`src/rtl/mem_stream_reader.sv`:
```
// Burst reader: streams burst_len words starting at base_addr from a fixed-latency
// synchronous memory into a ready/valid output through a credit-protected FIFO.
module mem_stream_reader #(
  parameter int unsigned DATAWIDTH_p  = 32,
  parameter int unsigned MEM_DEPTH_p  = 153600,
  parameter int unsigned RD_LATENCY_p = 1,
  parameter int unsigned FIFO_DEPTH_p = 4,
  localparam int unsigned ADDRWIDTH_c = $clog2(MEM_DEPTH_p)
) (
  input  logic                   clk_drv,
  input  logic                   reset_n,
  input  logic                   enable,
  input  logic                   start,
  input  logic [ADDRWIDTH_c-1:0] base_addr,
  input  logic [ADDRWIDTH_c:0]   burst_len,
  output logic                   busy,
  output logic                   done,
  output logic [ADDRWIDTH_c-1:0] sdpmem_rdaddr,
  input  logic [DATAWIDTH_p-1:0] sdpmem_rddata,
  output logic                   out_valid,
  input  logic                   out_ready,
  output logic [DATAWIDTH_p-1:0] out_data,
  output logic                   out_last
);

  localparam int unsigned FAW = $clog2(FIFO_DEPTH_p);
  localparam int unsigned CW  = $clog2(FIFO_DEPTH_p + RD_LATENCY_p + 1) + 1;

  localparam logic [ADDRWIDTH_c-1:0] ADDR_MAX = ADDRWIDTH_c'(MEM_DEPTH_p - 1);
  localparam logic [ADDRWIDTH_c-1:0] ADDR_ONE = ADDRWIDTH_c'(1);
  localparam logic [ADDRWIDTH_c:0]   LEN_ONE  = (ADDRWIDTH_c + 1)'(1);
  localparam logic [FAW-1:0]         PTR_ONE  = FAW'(1);
  localparam logic [FAW:0]           CNT_ONE  = (FAW + 1)'(1);

  typedef enum logic [1:0] {IDLE, READ, DRAIN} state_t;

  state_t                   state;
  logic [ADDRWIDTH_c-1:0]   rd_addr;
  logic [ADDRWIDTH_c-1:0]   addr_hold;
  logic [ADDRWIDTH_c-1:0]   next_addr;
  logic [ADDRWIDTH_c:0]     remaining;
  logic [RD_LATENCY_p-1:0]  pipe_v;
  logic [RD_LATENCY_p-1:0]  pipe_last;
  logic [DATAWIDTH_p-1:0]   fifo_data [FIFO_DEPTH_p];
  logic [FIFO_DEPTH_p-1:0]  fifo_last;
  logic [FAW-1:0]           wr_ptr;
  logic [FAW-1:0]           rd_ptr;
  logic [FAW:0]             fifo_count;
  logic [CW-1:0]            inflight;
  logic                     credit_ok;
  logic                     issue;
  logic                     push;
  logic                     pop;
  logic                     last_accept;
  logic                     zero_done;

  always_comb begin
    inflight = '0;
    for (int unsigned i = 0; i < RD_LATENCY_p; i++) begin
      inflight = inflight + CW'(pipe_v[i]);
    end
  end

  // Reserve a FIFO slot for every read still travelling through the memory pipe.
  assign credit_ok   = (CW'(fifo_count) + inflight + CW'(1)) <= CW'(FIFO_DEPTH_p);
  assign issue       = enable && (state == READ) && credit_ok;
  assign push        = enable && pipe_v[RD_LATENCY_p-1];
  assign out_valid   = (fifo_count != '0);
  assign pop         = enable && out_valid && out_ready;
  assign out_data    = out_valid ? fifo_data[rd_ptr] : '0;
  assign out_last    = out_valid && fifo_last[rd_ptr];
  assign last_accept = pop && out_last && (state == DRAIN);
  assign done        = zero_done || last_accept;
  assign next_addr   = (rd_addr == ADDR_MAX) ? '0 : rd_addr + ADDR_ONE;
  assign sdpmem_rdaddr = issue ? rd_addr : addr_hold;

  always_ff @(posedge clk_drv or negedge reset_n) begin
    if (!reset_n) begin
      state     <= IDLE;
      busy      <= 1'b0;
      zero_done <= 1'b0;
      rd_addr   <= '0;
      addr_hold <= '0;
      remaining <= '0;
      pipe_v    <= '0;
      pipe_last <= '0;
    end else if (enable) begin
      zero_done <= 1'b0;
      for (int unsigned i = RD_LATENCY_p - 1; i >= 1; i--) begin
        pipe_v[i]    <= pipe_v[i-1];
        pipe_last[i] <= pipe_last[i-1];
      end
      pipe_v[0]    <= issue;
      pipe_last[0] <= issue && (remaining == LEN_ONE);
      unique case (state)
        IDLE: begin
          if (start) begin
            if (burst_len != '0) begin
              rd_addr   <= base_addr;
              remaining <= burst_len;
              state     <= READ;
              busy      <= 1'b1;
            end else begin
              zero_done <= 1'b1;
            end
          end
        end
        READ: begin
          if (issue) begin
            addr_hold <= rd_addr;
            rd_addr   <= next_addr;
            remaining <= remaining - LEN_ONE;
            if (remaining == LEN_ONE) state <= DRAIN;
          end
        end
        DRAIN: begin
          if (last_accept) begin
            state <= IDLE;
            busy  <= 1'b0;
          end
        end
        default: begin
          state <= IDLE;
          busy  <= 1'b0;
        end
      endcase
    end
  end

  always_ff @(posedge clk_drv or negedge reset_n) begin
    if (!reset_n) begin
      wr_ptr     <= '0;
      rd_ptr     <= '0;
      fifo_count <= '0;
    end else if (enable) begin
      if (push) wr_ptr <= wr_ptr + PTR_ONE;
      if (pop)  rd_ptr <= rd_ptr + PTR_ONE;
      unique case ({push, pop})
        2'b10:   fifo_count <= fifo_count + CNT_ONE;
        2'b01:   fifo_count <= fifo_count - CNT_ONE;
        default: fifo_count <= fifo_count;
      endcase
    end
  end

  // Storage needs no reset: the count gates every read of it.
  always_ff @(posedge clk_drv) begin
    if (push) begin
      fifo_data[wr_ptr] <= sdpmem_rddata;
      fifo_last[wr_ptr] <= pipe_last[RD_LATENCY_p-1];
    end
  end

endmodule

```
`config.mk`:
```
export PLATFORM = sky130hd
export DESIGN_NAME = mem_stream_reader
export DESIGN_NICKNAME = d
export VERILOG_FILES = /design/src/rtl/mem_stream_reader.sv
export SDC_FILE = /design/constraint.sdc
export NUM_CORES = 1
export LEC_CHECK = 0
export CAP_MARGIN = 5
export CORE_MARGIN = 8
export CORE_UTILIZATION = 35
export CTS_BUF_LIST = sky130_fd_sc_hd__clkbuf_8
export DETAILED_ROUTE_END_ITERATION = 12
export GPL_ROUTABILITY_DRIVEN = 0
export HOLD_SLACK_MARGIN = 0.1
export MAX_ROUTING_LAYER = met4
export PLACE_DENSITY = 0.61
export SLEW_MARGIN = 10
export SYNTH_ARGS = -nofsm -noshare
export SYNTH_HDL_FRONTEND = slang
export SYNTH_SLANG_ARGS = --single-unit
```
`constraint.sdc`:
```
create_clock -name clk_drv -period 3.3 [get_ports clk_drv]
set_input_delay 0.66 -clock clk_drv [delete_from_list [all_inputs] [get_ports clk_drv]]
set_output_delay 0.66 -clock clk_drv [all_outputs]
set_load 0.05 [all_outputs]
```
Yosys cells after proc, flatten, opt, wreduce, memory -nomap -nowiden
Memory sizes are Yosys's and may differ from the RTL's.
Index checks and enable logic that the tools add are counted.
{"block": "word_totals", "regBits": 72, "mem_bits_rw": 128, "in_bits": 74, "output_inout_bits": 54, "elab_cells": 92, "n_memories": 1}
{"block": "classes", "n_addsub": 8, "magnitude_cmp": 4, "n_eq_ne": 11, "muxes": 32, "bitwise_logic": 1, "n_reduce_logical": 23}
{"memory": "fifo_data", "depth": 4, "width": 32, "read_ports": 1, "rd_clocked_by_memory_dff": 0, "write_ports": 1, "line_no": "44", "rtl": "logic [DATAWIDTH_p-1:0] fifo_data [FIFO_DEPTH_p];"}
{"op": "18-bit 2-to-1 mux", "count": 5}
{"op": "19-bit 2-to-1 mux", "count": 3}
{"op": "19-bit one-hot mux with 2 select lines", "count": 1}
{"op": "18-bit one-hot mux with 2 select lines", "count": 1}
{"op": "32-bit 2-to-1 mux", "count": 1}
{"op": "19-bit by 1-bit == test with 1-bit output, second input constant", "count": 1}
{"op": "19-bit nonzero test", "count": 1}
{"op": "19-bit by 1-bit subtractor with 19-bit output, second input constant", "count": 1}
{"op": "18-bit by 1-bit adder with 18-bit output, second input constant", "count": 1}
{"op": "18-bit == test, second input constant", "count": 1}
{"op": "1-bit logical AND", "count": 10}
{"op": "1-bit 2-to-1 mux", "count": 10}
{"op": "2-bit 2-to-1 mux", "count": 5}
{"op": "5-bit AND reduction", "count": 2}
{"op": "2-bit inequality test, second input constant", "count": 4}
{"op": "2-bit AND reduction", "count": 4}
{"op": "2-bit by 3-bit < comparator with 1-bit output, second input constant", "count": 2}
{"op": "2-bit one-hot mux with 3 select lines", "count": 1}
{"op": "3-bit one-hot mux with 2 select lines", "count": 1}
{"op": "6-bit AND reduction", "count": 1}
{"op": "2-bit by 1-bit adder with 2-bit output, second input constant", "count": 2}
{"op": "3-bit by 1-bit adder with 4-bit output", "count": 1}
{"op": "4-bit by 1-bit adder with 4-bit output, second input constant", "count": 1}
{"op": "4-bit bitwise mux", "count": 1}
{"op": "other kinds (15)", "count": 18}

Longest topological paths before layout
Gate-level depths: netlist (run 1).
{"block": "logic_depth", "depth_word": 7, "ltp_mapped": 11, "depth_no_buf": 9}

Worst setup path after synthesis (run 1)
No wires, ideal clock.
{"block": "synth_timing", "path_kind": "flip-flop to output port", "start": "register fifo_count[0]", "end": "output port sdpmem_rdaddr[12]", "t_arrival_ns": 2.691, "required_time_ns": 2.640, "path_slack_ns": -0.051, "stages_incl_launch_ff": 10, "path_buffers": 2, "cell_sequence": "dfrtp_1 > inv_1 > ha_1 > inv_1 > ha_1 > nor2b_1 > o2111ai_1 > clkbuf_1 > clkbuf_1 > o21ai_0"}
{"block": "synth_between", "elab_chain_len": 5}
{"item": "start, declared", "line_no": "48", "rtl": "logic [FAW:0] fifo_count;"}
{"item": "start signal, assigned", "line_no": "139", "rtl": "2'b10: fifo_count <= fifo_count + CNT_ONE;"}
{"item": "start signal, assigned", "line_no": "140", "rtl": "2'b01: fifo_count <= fifo_count - CNT_ONE;"}
{"item": "start signal, assigned", "line_no": "141", "rtl": "default: fifo_count <= fifo_count;"}
{"item": "3-bit by 1-bit adder with 4-bit output", "line_no": "65", "rtl": "assign credit_ok = (CW'(fifo_count) + inflight + CW'(1)) <= CW'(FIFO_DEPTH_p);"}
{"item": "4-bit by 1-bit adder with 4-bit output", "line_no": "65"}
{"item": "4-bit by 3-bit <= comparator with 1-bit output", "line_no": "65"}
{"item": "1-bit logical AND", "line_no": "66", "rtl": "assign issue = enable && (state == READ) && credit_ok;"}
{"item": "18-bit 2-to-1 mux"}
{"item": "end, declared", "line_no": "18", "rtl": "output logic [ADDRWIDTH_c-1:0] sdpmem_rdaddr,"}
No other way between the ends.

Final worst setup path (run 1)
{"block": "layout_timing", "start": "register fifo_count[0]", "end": "output port sdpmem_rdaddr[5]"}
Same word-level chain as after synthesis.

==> results of run 1 <==
how the worst max path moves through the flow:
stage | endpoint | depth (start not counted)
detailed placement | sdpmem_rdaddr[6] | 5
finish | sdpmem_rdaddr[5] | 9
floorplan | sdpmem_rdaddr[12] | 9
CTS | sdpmem_rdaddr[5] | 9
global placement | sdpmem_rdaddr[6] | 5
global route | sdpmem_rdaddr[14] | 9
power breakdown:
| part | total [mW] | internal, mW | switching (mW) |
|---|---|---|---|
| Sequential | 3.63 | 3.26 | 0.378 |
| Combinational | 6.45 | 2.91 | 3.54 |
| Clock | 1.53 | 0.571 | 0.964 |
| Total | 11.6 | 6.74 | 4.88 |
metal layers:
layer / vias up / GRT usage / share of wire
li1: 2767 / - / -
met1: 2892 / 0.182 / 0.46
met2: 173 / 0.221 / 0.47
met3: 9 / 0.0376 / 0.058
met4: 0 / 0.0265 / 0.0049
met5: - / - / 0
worst max-delay path, stage by stage, from the launching register on:
cell and delay [ns]:
dfrtp_1 0.41, inv_1 0.11, ha_1 0.16, inv_1 0.04, ha_1 0.26, nor2b_1 0.17
o2111ai_2 0.18, buf_12 0.20, o21ai_1 0.24, buf_12 0.18
through the flow:
stage	utilization	TNS, ns	power, mW
6_report	0.459	0	11.6
5_1_grt	0.459	0	12.3
4_1_cts	0.458	0	11.7
3_5_place_dp	0.443	0	10.2
3_3_place_gp	0.443	0	10.1
2_1_floorplan	-	-0.461	7.21
synthesized netlist by cell type (3+ instances only):
library cell,n
edfxtp_1,132
nand2_1,82
dfrtp_1,68
o21ai_0,56
and2_1,34
a21oi_1,33
mux4_2,33
clkbuf_1,30
inv_1,21
nor2_1,21
nor3_1,14
ha_1,10
nand3_1,10
o2bb2ai_1,10
and3_1,8
a22o_1,7
buf_2,7
nand4_1,7
nor4_1,7
o22ai_1,7
o31ai_1,5
a22oi_1,4
nor2b_1,4
o41ai_1,4
xnor2_1,4
a21o_1,3
a32oi_1,3
nand2b_1,3
nand3b_1,3
xor2_1,3
registers in the layout (all words and copies together) (netlist names):
register	count
pipe_last	1
rd_ptr	2
state	2
zero_done	1
wr_ptr	2
busy	1
pipe_v	1
fifo_last	4
remaining	19
fifo_data	128
fifo_count	3
addr_hold	18
rd_addr	18
layout make-up:
class | instances | area, um^2 | area share
Clock buffer | 17 | 234 | 0.0203
Timing Repair Buffer | 145 | 1980 | 0.173
Multi-Input combinational cell | 407 | 2970 | 0.258
Inverter | 21 | 78.8 | 0.00685
Sequential cell | 200 | 5670 | 0.493
Clock inverter | 14 | 154 | 0.0134
Tap cell | 330 | 413 | 0.0359
kinds of logic (layout without fill, tap and decap cells):
family	count (synthesis)	count (layout)	synth area share
muxes	35	35	0.0864
and+or+nand+nor	208	208	0.120
buffers and inverters	60	197	0.0264
DFF	200	200	0.640
xor gates and xnor gates	7	7	0.00693
adders and majority gates	11	11	0.0164
AOI/OAI and AO/OA	146	146	0.103
repair_timing:
action	in CTS	in global routing
endpoints found under the setup margin	9	18
hold endpoints to repair	0	0
cloned	0	0
gates resized for setup	1	12
buffers inserted	0	1
pin swaps	0	1
==> run_results.csv, run 1 <==
group,metric,value,unit
status,status,"complete, no violations",
sta,max_freq,0.324,GHz
yosys,synth_edf_count,132,
sta,finalSetupViolations,0,
yosys,ys_warn_count,0,
worst_setup_path,crit_fanout,38,
worst_setup_path,r2r-end,"rd_addr[1]$_DFFE_PN0P_",
placed_design,place_hpwl,13900,um
placed_design,post-place-ws,0.343,ns
route,wire_per_inst,18.2,um
cts,ctsHoldBuffers,0,
worst_setup_path,cp-start-kind,"register",
finish,fin_area,11500,um^2
sta,worst_pin_slew,0.978,ns
finish,final_cells,1134,
yosys,syn_area,8850,um^2
pwr,ir_drop,0.911,mV
yosys,syn-instance-count,667,
finish,area_growth,29.9,%
worst_setup_path,r2r-start,"rd_addr[0]$_DFFE_PN0P_",
cts,cts_tree,"yes",
yosys,ys.flop_type,"edfxtp_1",
sta,fin_skew,0.0121,ns
route,dr.pass1.iters,5,
worst_setup_path,crit_arrival,2.43,ns
sta,hold_violations,0,
cts,htree_levels,4,
route,postRouteAntennaNets,0,
finish,drive_above_1_share,0.188,
yosys,synth_seq_cells,200,
worst_setup_path,worst_setup_path_end_kind,"output pin",
global_route,grt_util_all_layers,0.141,
sta,fin_crit_sh,0.936,
floorplan,core_area,25000,um^2
route,drt_wl_total,20700,um
global_route,grt_pass1_vias,5988,
sta,grt_setup_unrepaired,"false",
worst_setup_path,rrSetupSlack,0.77,ns
worst_setup_path,cp-startpoint,"fifo_count[0]$_DFFE_PN0P_",
worst_setup_path,worstRegToRegCells,6,
worst_setup_path,crit_type,"register to output pin",
route,drcViolationCount,0,
finish,fill_cells,2265,
sta,worst_hold_slack,0.189,ns
sta,drv_slew,0,
yosys,syn_nets,752,
cts,numCtsBuffers,17,
cts,clockBufferDepth,2,
cts,clk_latency,0.46,ns
global_route,grt_max_degree,69,
floorplan,die_h,175,um
placed_design,dpl_cell_area,11100,um^2
global_route,grt_pass1_wl,33300,um
placed_design,numPortBuffers,127,
finish,final_nets,877,
job,maxCapViolCount,0,
floorplan,rows,58,
floorplan,start_util,0.354,
route,avgViaCountPerCell,5.15,
cts,clock_sinks,200,
cts,path_clk_slew,0.11,ns
yosys,synthDistinctLibCells,57,
pwr,powerDensity,1010,nW/um^2
finish,num_antenna_cells,0,
route,drt_iter0_drc,398,
floorplan,dieWidth,175,um
hold_path,hold_class,"input pin to asynchronous set/reset pin",
floorplan,top_level_ports,128,
yosys,yosysTopAreaCell,"edfxtp_1",
global_route,antenna_found_initial,0,
yosys,synth-async-reset-ratio,0.340,
finish,mostFrequentLayoutCell,"edfxtp_1",
global_route,grt-ovfl-total,0,
route,vias,5841,
sta,setup_slack,0.210,ns
yosys,netlist.area_leader.share,0.448,
yosys,synth-seq-area-share,0.640,
placed_design,place_inst,1102,
yosys,syn_area_per_cell,13.3,um^2
sta,min_period,3.09,ns
finish,final_cell_mix,"edfxtp_1 (132), nand2_1 (82), clkdlybuf4s50_1 (74)",
floorplan,die_area,30600,um^2
sta,maxSlewHeadroom,0.348,
worst_setup_path,crit_required,2.64,ns
pwr,p_leak,4.26,nW
cts,cts_root_buffer,"clkbuf_8",
yosys,yosys-top-cells-area,"edfxtp_1 (45%), dfrtp_1 (19%), mux4_2 (8.4%), nand2_1 (3.5%), o21ai_0 (3.2%)",
Power figures use the tool's default switching activity.
==> run 2, diff against run 1 <==
==> constraint.sdc (replaced) <==
create_clock -name clk_drv -period 3.3 [get_ports clk_drv]
set_input_delay 0.495 -clock clk_drv [delete_from_list [all_inputs] [get_ports clk_drv]]
set_output_delay 0.495 -clock clk_drv [all_outputs]
set_load 0.05 [all_outputs]
==> run 2 against run 1 <==
  * Highest routed layer unchanged
  * Fmax increased by 0.71%
  * Power decreased by 7.6%
  * Largest cell class unchanged
  * Flip-flop and latch count unchanged
  * Critical path type unchanged
  * Non-clock buffer count increased by 2
  * Final cell count increased by 0.26%
  * Register-to-register slack got worse by 0.08 ns
  * Global-route usage about the same
  * Combinational power decreased by 15%
==> run_results.csv, run 2 (synthesis results as in run 1) <==
group,metric,value,unit
global_route,grt_pass1_wl,33500,um
worst_setup_path,crit_required,2.80,ns
worst_setup_path,max_stage_delay,0.41,ns
route,drcViolationCount,0,
sta,hold_violations,0,
floorplan,core_area,25000,um^2
floorplan,die_h,175,um
finish,largest_reg_flops,128,
cts,ctsHoldBuffers,0,
finish,fin_util,0.442,
worst_setup_path,cp_cell_sequence,"inv_1 -> ha_1 -> inv_1 -> ha_1 -> nor2b_1 -> o2111ai_2 -> buf_12 -> o21ai_0 -> buf_12",
cts,numCtsBuffers,17,
global_route,grt_max_degree,38,
sta,max_freq,0.326,GHz
sta,finalSetupViolations,0,
worst_setup_path,crit_type,"register to output pin",
placed_design,place_hpwl,13900,um
floorplan,die_area,30600,um^2
hold_path,hold_class,"input pin to asynchronous set/reset pin",
worst_setup_path,worstRegToRegCells,10,
pwr,finalPower,10.7,mW
global_route,grt_util_all_layers,0.141,
floorplan,rows,58,
sta,grt_setup_unrepaired,"false",
worst_setup_path,r2r-start,"fifo_count[0]$_DFFE_PN0P_",
cts,clock_sinks,200,
global_route,grt-ovfl-total,0,
finish,reg_top3,"fifo_data x128, remaining x19",
finish,fill_cells,2329,
cts,path_clk_slew,0.12,ns
pwr,p_leak,4.12,nW
finish,final_cell_mix,"edfxtp_1 (132), nand2_1 (82), clkdlybuf4s50_1 (74)",
route,postRouteAntennaNets,0,
route,drt_wl_total,20900,um
worst_setup_path,crit_fanout,37,
cts,clockBufferDepth,2,
worst_setup_path,worst_setup_path_end_kind,"output pin",
cts,cts_tree,"yes",
finish,mostFrequentLayoutCell,"edfxtp_1",
finish,seq_area,5670,um^2
floorplan,dieWidth,175,um
cts,cts_resized,0,
finish,area_growth,25.0,%
route,avgViaCountPerCell,5.24,
sta,min_period,3.07,ns
finish,drive_above_1_share,0.187,
route,dr.pass1.iters,4,
floorplan,top_level_ports,128,
finish,multiInputGateArea,2970,um^2
worst_setup_path,slowest_stage,"dfrtp_1",
worst_setup_path,crit_arrival,2.57,ns
placed_design,numPortBuffers,127,
cts,clk_latency,0.46,ns
finish,final_cells,1137,
cts,htree_levels,4,
finish,top_register,"fifo_data",
sta,fin_crit_sh,0.930,
worst_setup_path,cp-start-kind,"register",
cts,cts_root_buffer,"clkbuf_8",
status,status,"complete, no violations",
pwr,powerDensity,971,nW/um^2
sta,worst_pin_slew,0.994,ns
finish,num_antenna_cells,0,
worst_setup_path,rrSetupSlack,0.69,ns
sta,setup-tns-final,0,ns
route,vias,5954,
global_route,antenna_found_initial,0,
sta,drv_slew,0,
finish,final_nets,879,
sta,maxSlewHeadroom,0.337,
placed_design,place_inst,1105,
job,maxCapViolCount,0,
route,drt_iter0_drc,378,
floorplan,start_util,0.354,
pwr,ir_drop,0.669,mV
worst_setup_path,r2r-end,"remaining[0]$_DFFE_PN0P_",
sta,fin_skew,0.0212,ns
cts,cts_setup_buffers,0,
route,wire_per_inst,18.3,um
global_route,grt_pass1_vias,6035,
==> run 2: worst max-delay path by stage <==
stage	startpoint	endpoint	slack (ns)	cells past startpoint
after global routing	fifo_count[0]$_DFFE_PN0P_	sdpmem_rdaddr[13]	0.01	9
after global placement	burst_len[5]	remaining[1]$_DFFE_PN0P_	0.58	7
after detailed placement	burst_len[13]	remaining[8]$_DFFE_PN0P_	0.52	7
final	fifo_count[0]$_DFFE_PN0P_	sdpmem_rdaddr[16]	0.23	9
after CTS	fifo_count[0]$_DFFE_PN0P_	sdpmem_rdaddr[17]	0.13	9
after floorplan	fifo_count[0]$_DFFE_PN0P_	sdpmem_rdaddr[12]	0.11	9
==> run 2: critical path, delay by kind of cell, from the launching register on <==
family	cells	cell delay (ns)
buffers and inverters	4	0.56
and+or+nand+nor	1	0.18
DFF	1	0.41
adders and majority gates	2	0.43
AOI/OAI and AO/OA	2	0.53
==> run 2: report_power, final <==
| part | leakage (nW) | total [mW] | internal [mW] | switching, mW |
|---|---|---|---|---|
| logic | 1.89 | 5.51 | 2.17 | 3.35 |
| clock network | 0.197 | 1.54 | 0.569 | 0.969 |
| registers | 2.04 | 3.68 | 3.26 | 0.427 |
| total | 4.12 | 10.7 | 5.99 | 4.74 |
==> run 2: cell type report <==
cell class              instances  area share
inverters                      21     0.00713
flip-flops and latches        200       0.512
clock inverters                15      0.0136
multi-input cells             407       0.268
repair buffers                147       0.140
clock buffers                  17      0.0212
well taps                     330      0.0373
==> run 2: metal layers <==
layer,up-vias,GRT usage,part of all wire
li1,2763,-,-
met1,2989,0.190,0.47
met2,189,0.215,0.47
met3,13,0.0354,0.056
met4,0,0.0272,0.0084
met5,-,-,0
==> run 2: stage by stage <==
stage | hold WS, ns | instance area, um^2 | worst slack, ns
after global routing | 0.124 | 11100 | 0.0117
after floorplan | 0.199 | 8850 | 0.114
after global placement | 0.452 | 10700 | 0.576
after detailed placement | 0.458 | 10700 | 0.524
final | 0.106 | 11100 | 0.231
after CTS | 0.101 | 11100 | 0.125
==> run 3, diff against run 2 <==
Settings changed: CORE_UTILIZATION 35 to 28, PLACE_DENSITY 0.61 to 0.53.
==> run 3 against run 2 <==
  * Die area is 23% higher
  * Critical path depth stayed put
  * First-iteration DRC count is 1.1% higher
  * Largest cell class unchanged
  * Wire length is 7.3% higher
  * Worst hold slack better by 0.37 ns
  * Flip-flop and latch count stayed put
==> run_results.csv, run 3 (synthesis results as in run 1) <==
group,metric,value,unit
route,drt_iter0_drc,382,
global_route,grt_util_all_layers,0.124,
floorplan,die_h,194,um
sta,hold_violations,0,
status,status,"complete, no violations",
route,wire_per_inst,18.5,um
hold_path,hold_class,"register to register",
worst_setup_path,path_buf_inv,4,
finish,fin_util,0.359,
cts,clk_latency,0.47,ns
pwr,p_leak,4.15,nW
finish,drive_above_1_share,0.191,
route,vias,5920,
finish,mostFrequentLayoutCell,"edfxtp_1",
cts,clockBufferDepth,2,
global_route,grt-ovfl-total,0,
worst_setup_path,r2r-start,"fifo_count[0]$_DFFE_PN0P_",
pwr,finalPower,10.8,mW
finish,fill_cells,3010,
finish,final_cells,1209,
cts,numCtsBuffers,17,
sta,finalSetupViolations,0,
worst_setup_path,rrSetupSlack,0.56,ns
global_route,antenna_found_initial,0,
cts,cts_root_buffer,"clkbuf_8",
cts,cts_setup_buffers,0,
route,avgViaCountPerCell,4.90,
job,maxCapViolCount,0,
global_route,grt_pass1_vias,6162,
finish,fin_area,11200,um^2
sta,worst_pin_slew,0.990,ns
finish,final_cell_mix,"edfxtp_1 (132), nand2_1 (82), clkdlybuf4s50_1 (74)",
worst_setup_path,crit_arrival,2.64,ns
route,dr.pass1.iters,4,
sta,fin_skew,0.0136,ns
cts,cts_tree,"yes",
placed_design,place_hpwl,15200,um
floorplan,dieWidth,194,um
placed_design,place_inst,1177,
placed_design,numPortBuffers,127,
cts,clock_sinks,200,
route,drt_wl_total,22400,um
route,drcViolationCount,0,
worst_setup_path,slowest_stage,"dfrtp_1",
worst_setup_path,cp-start-kind,"register",
finish,reg_top3,"fifo_data x128, remaining x19",
worst_setup_path,cp_top_family,"buffers and inverters",
worst_setup_path,worstRegToRegCells,9,
finish,num_antenna_cells,0,
pwr,ir_drop,0.977,mV
finish,top_register,"fifo_data",
worst_setup_path,worst_setup_path_end_kind,"output pin",
global_route,grt_pass1_wl,35500,um
finish,final_nets,880,
hold_path,hold_end,"addr_hold[15]$_DFFE_PN0P_",
floorplan,core_area,31300,um^2
sta,max_freq,0.319,GHz
hold_path,min_path_cells,2,
pwr,powerDensity,963,nW/um^2
floorplan,rows,65,
floorplan,start_util,0.283,
global_route,grt_max_degree,41,
finish,area_growth,26.9,%
cts,htree_levels,4,
worst_setup_path,crit_type,"register to output pin",
sta,maxSlewHeadroom,0.340,
sta,setup-tns-final,0,ns
finish,largest_reg_flops,128,
sta,fin_crit_sh,0.949,
floorplan,top_level_ports,128,
worst_setup_path,cp_cell_sequence,"inv_1 -> ha_1 -> inv_1 -> ha_1 -> nor2b_2 -> o2111ai_2 -> buf_12 -> o21ai_0 -> buf_12",
worst_setup_path,crit_required,2.80,ns
floorplan,die_area,37600,um^2
placed_design,dpl_cell_area,10800,um^2
worst_setup_path,crit_fanout,33,
sta,drv_slew,0,
worst_setup_path,r2r-end,"remaining[9]$_DFFE_PN0P_",
cts,path_clk_slew,0.10,ns
sta,min_period,3.13,ns
worst_setup_path,max_stage_delay,0.41,ns
route,postRouteAntennaNets,0,
hold_path,worstHoldStart,"addr_hold[15]$_DFFE_PN0P_",
## run 3: cell count changes in the layout (fill, tap and decap cells not counted), sizes merged
cell	delta
clkinv	+1
clkinvlp	-1
dlygate4sd3	+1
inv	-1
## run 3: layout make-up
class,instances,area [um^2],area share
well taps,402,503,0.0448
inverters,21,78.8,0.00702
flip-flops and latches,200,5670,0.505
clock buffers,17,234,0.0208
multi-input cells,407,2980,0.265
clock inverters,14,146,0.0130
repair buffers,148,1620,0.144
## run 3: worst max-delay path by stage
stage	startpoint	end	cells after the start
2_1_floorplan	fifo_count[0]$_DFFE_PN0P_	sdpmem_rdaddr[12]	9
3_3_place_gp	burst_len[5]	remaining[12]$_DFFE_PN0P_	7
3_5_place_dp	burst_len[5]	remaining[12]$_DFFE_PN0P_	7
4_1_cts	fifo_count[0]$_DFFE_PN0P_	sdpmem_rdaddr[5]	11
5_1_grt	pipe_v$_DFFE_PN0P_	sdpmem_rdaddr[3]	9
6_report	fifo_count[0]$_DFFE_PN0P_	sdpmem_rdaddr[17]	9
## run 3: power breakdown
group	total, mW	internal (mW)	switching, mW
Clock	1.54	0.566	0.970
Sequential	3.67	3.25	0.414
Combinational	5.61	2.20	3.41
Total	10.8	6.02	4.79
## run 3: routing by layer
| metal | global-route usage | vias to the layer above | wire, um |
|---|---|---|---|
| li1 | - | 2770 | - |
| met1 | 0.164 | 2933 | 10700 |
| met2 | 0.189 | 206 | 10300 |
| met3 | 0.0351 | 11 | 1260 |
| met4 | 0.0239 | 0 | 142 |
| met5 | - | - | 0 |
## run 3: repair_timing
| action | CTS | global route |
|---|---|---|
| gates resized for setup | 0 | 6 |
| hold endpoints to repair | 28 | 0 |
| setup endpoints to repair | 0 | 16 |
| hold buffers | 1 | 0 |
## run 3: per-stage QoR
stage	hold WS, ns	setup WS, ns
2_1_floorplan	0.199	0.114
6_report	0.478	0.169
3_5_place_dp	0.458	0.504
3_3_place_gp	0.452	0.512
5_1_grt	0.498	-0.0420
4_1_cts	0.483	0.0385
## run 3: worst min-delay path: stages, from the launching register on
cell and delay [ns]:
dfrtp_1 0.33, nand2_1 0.06, nand2_1 0.06
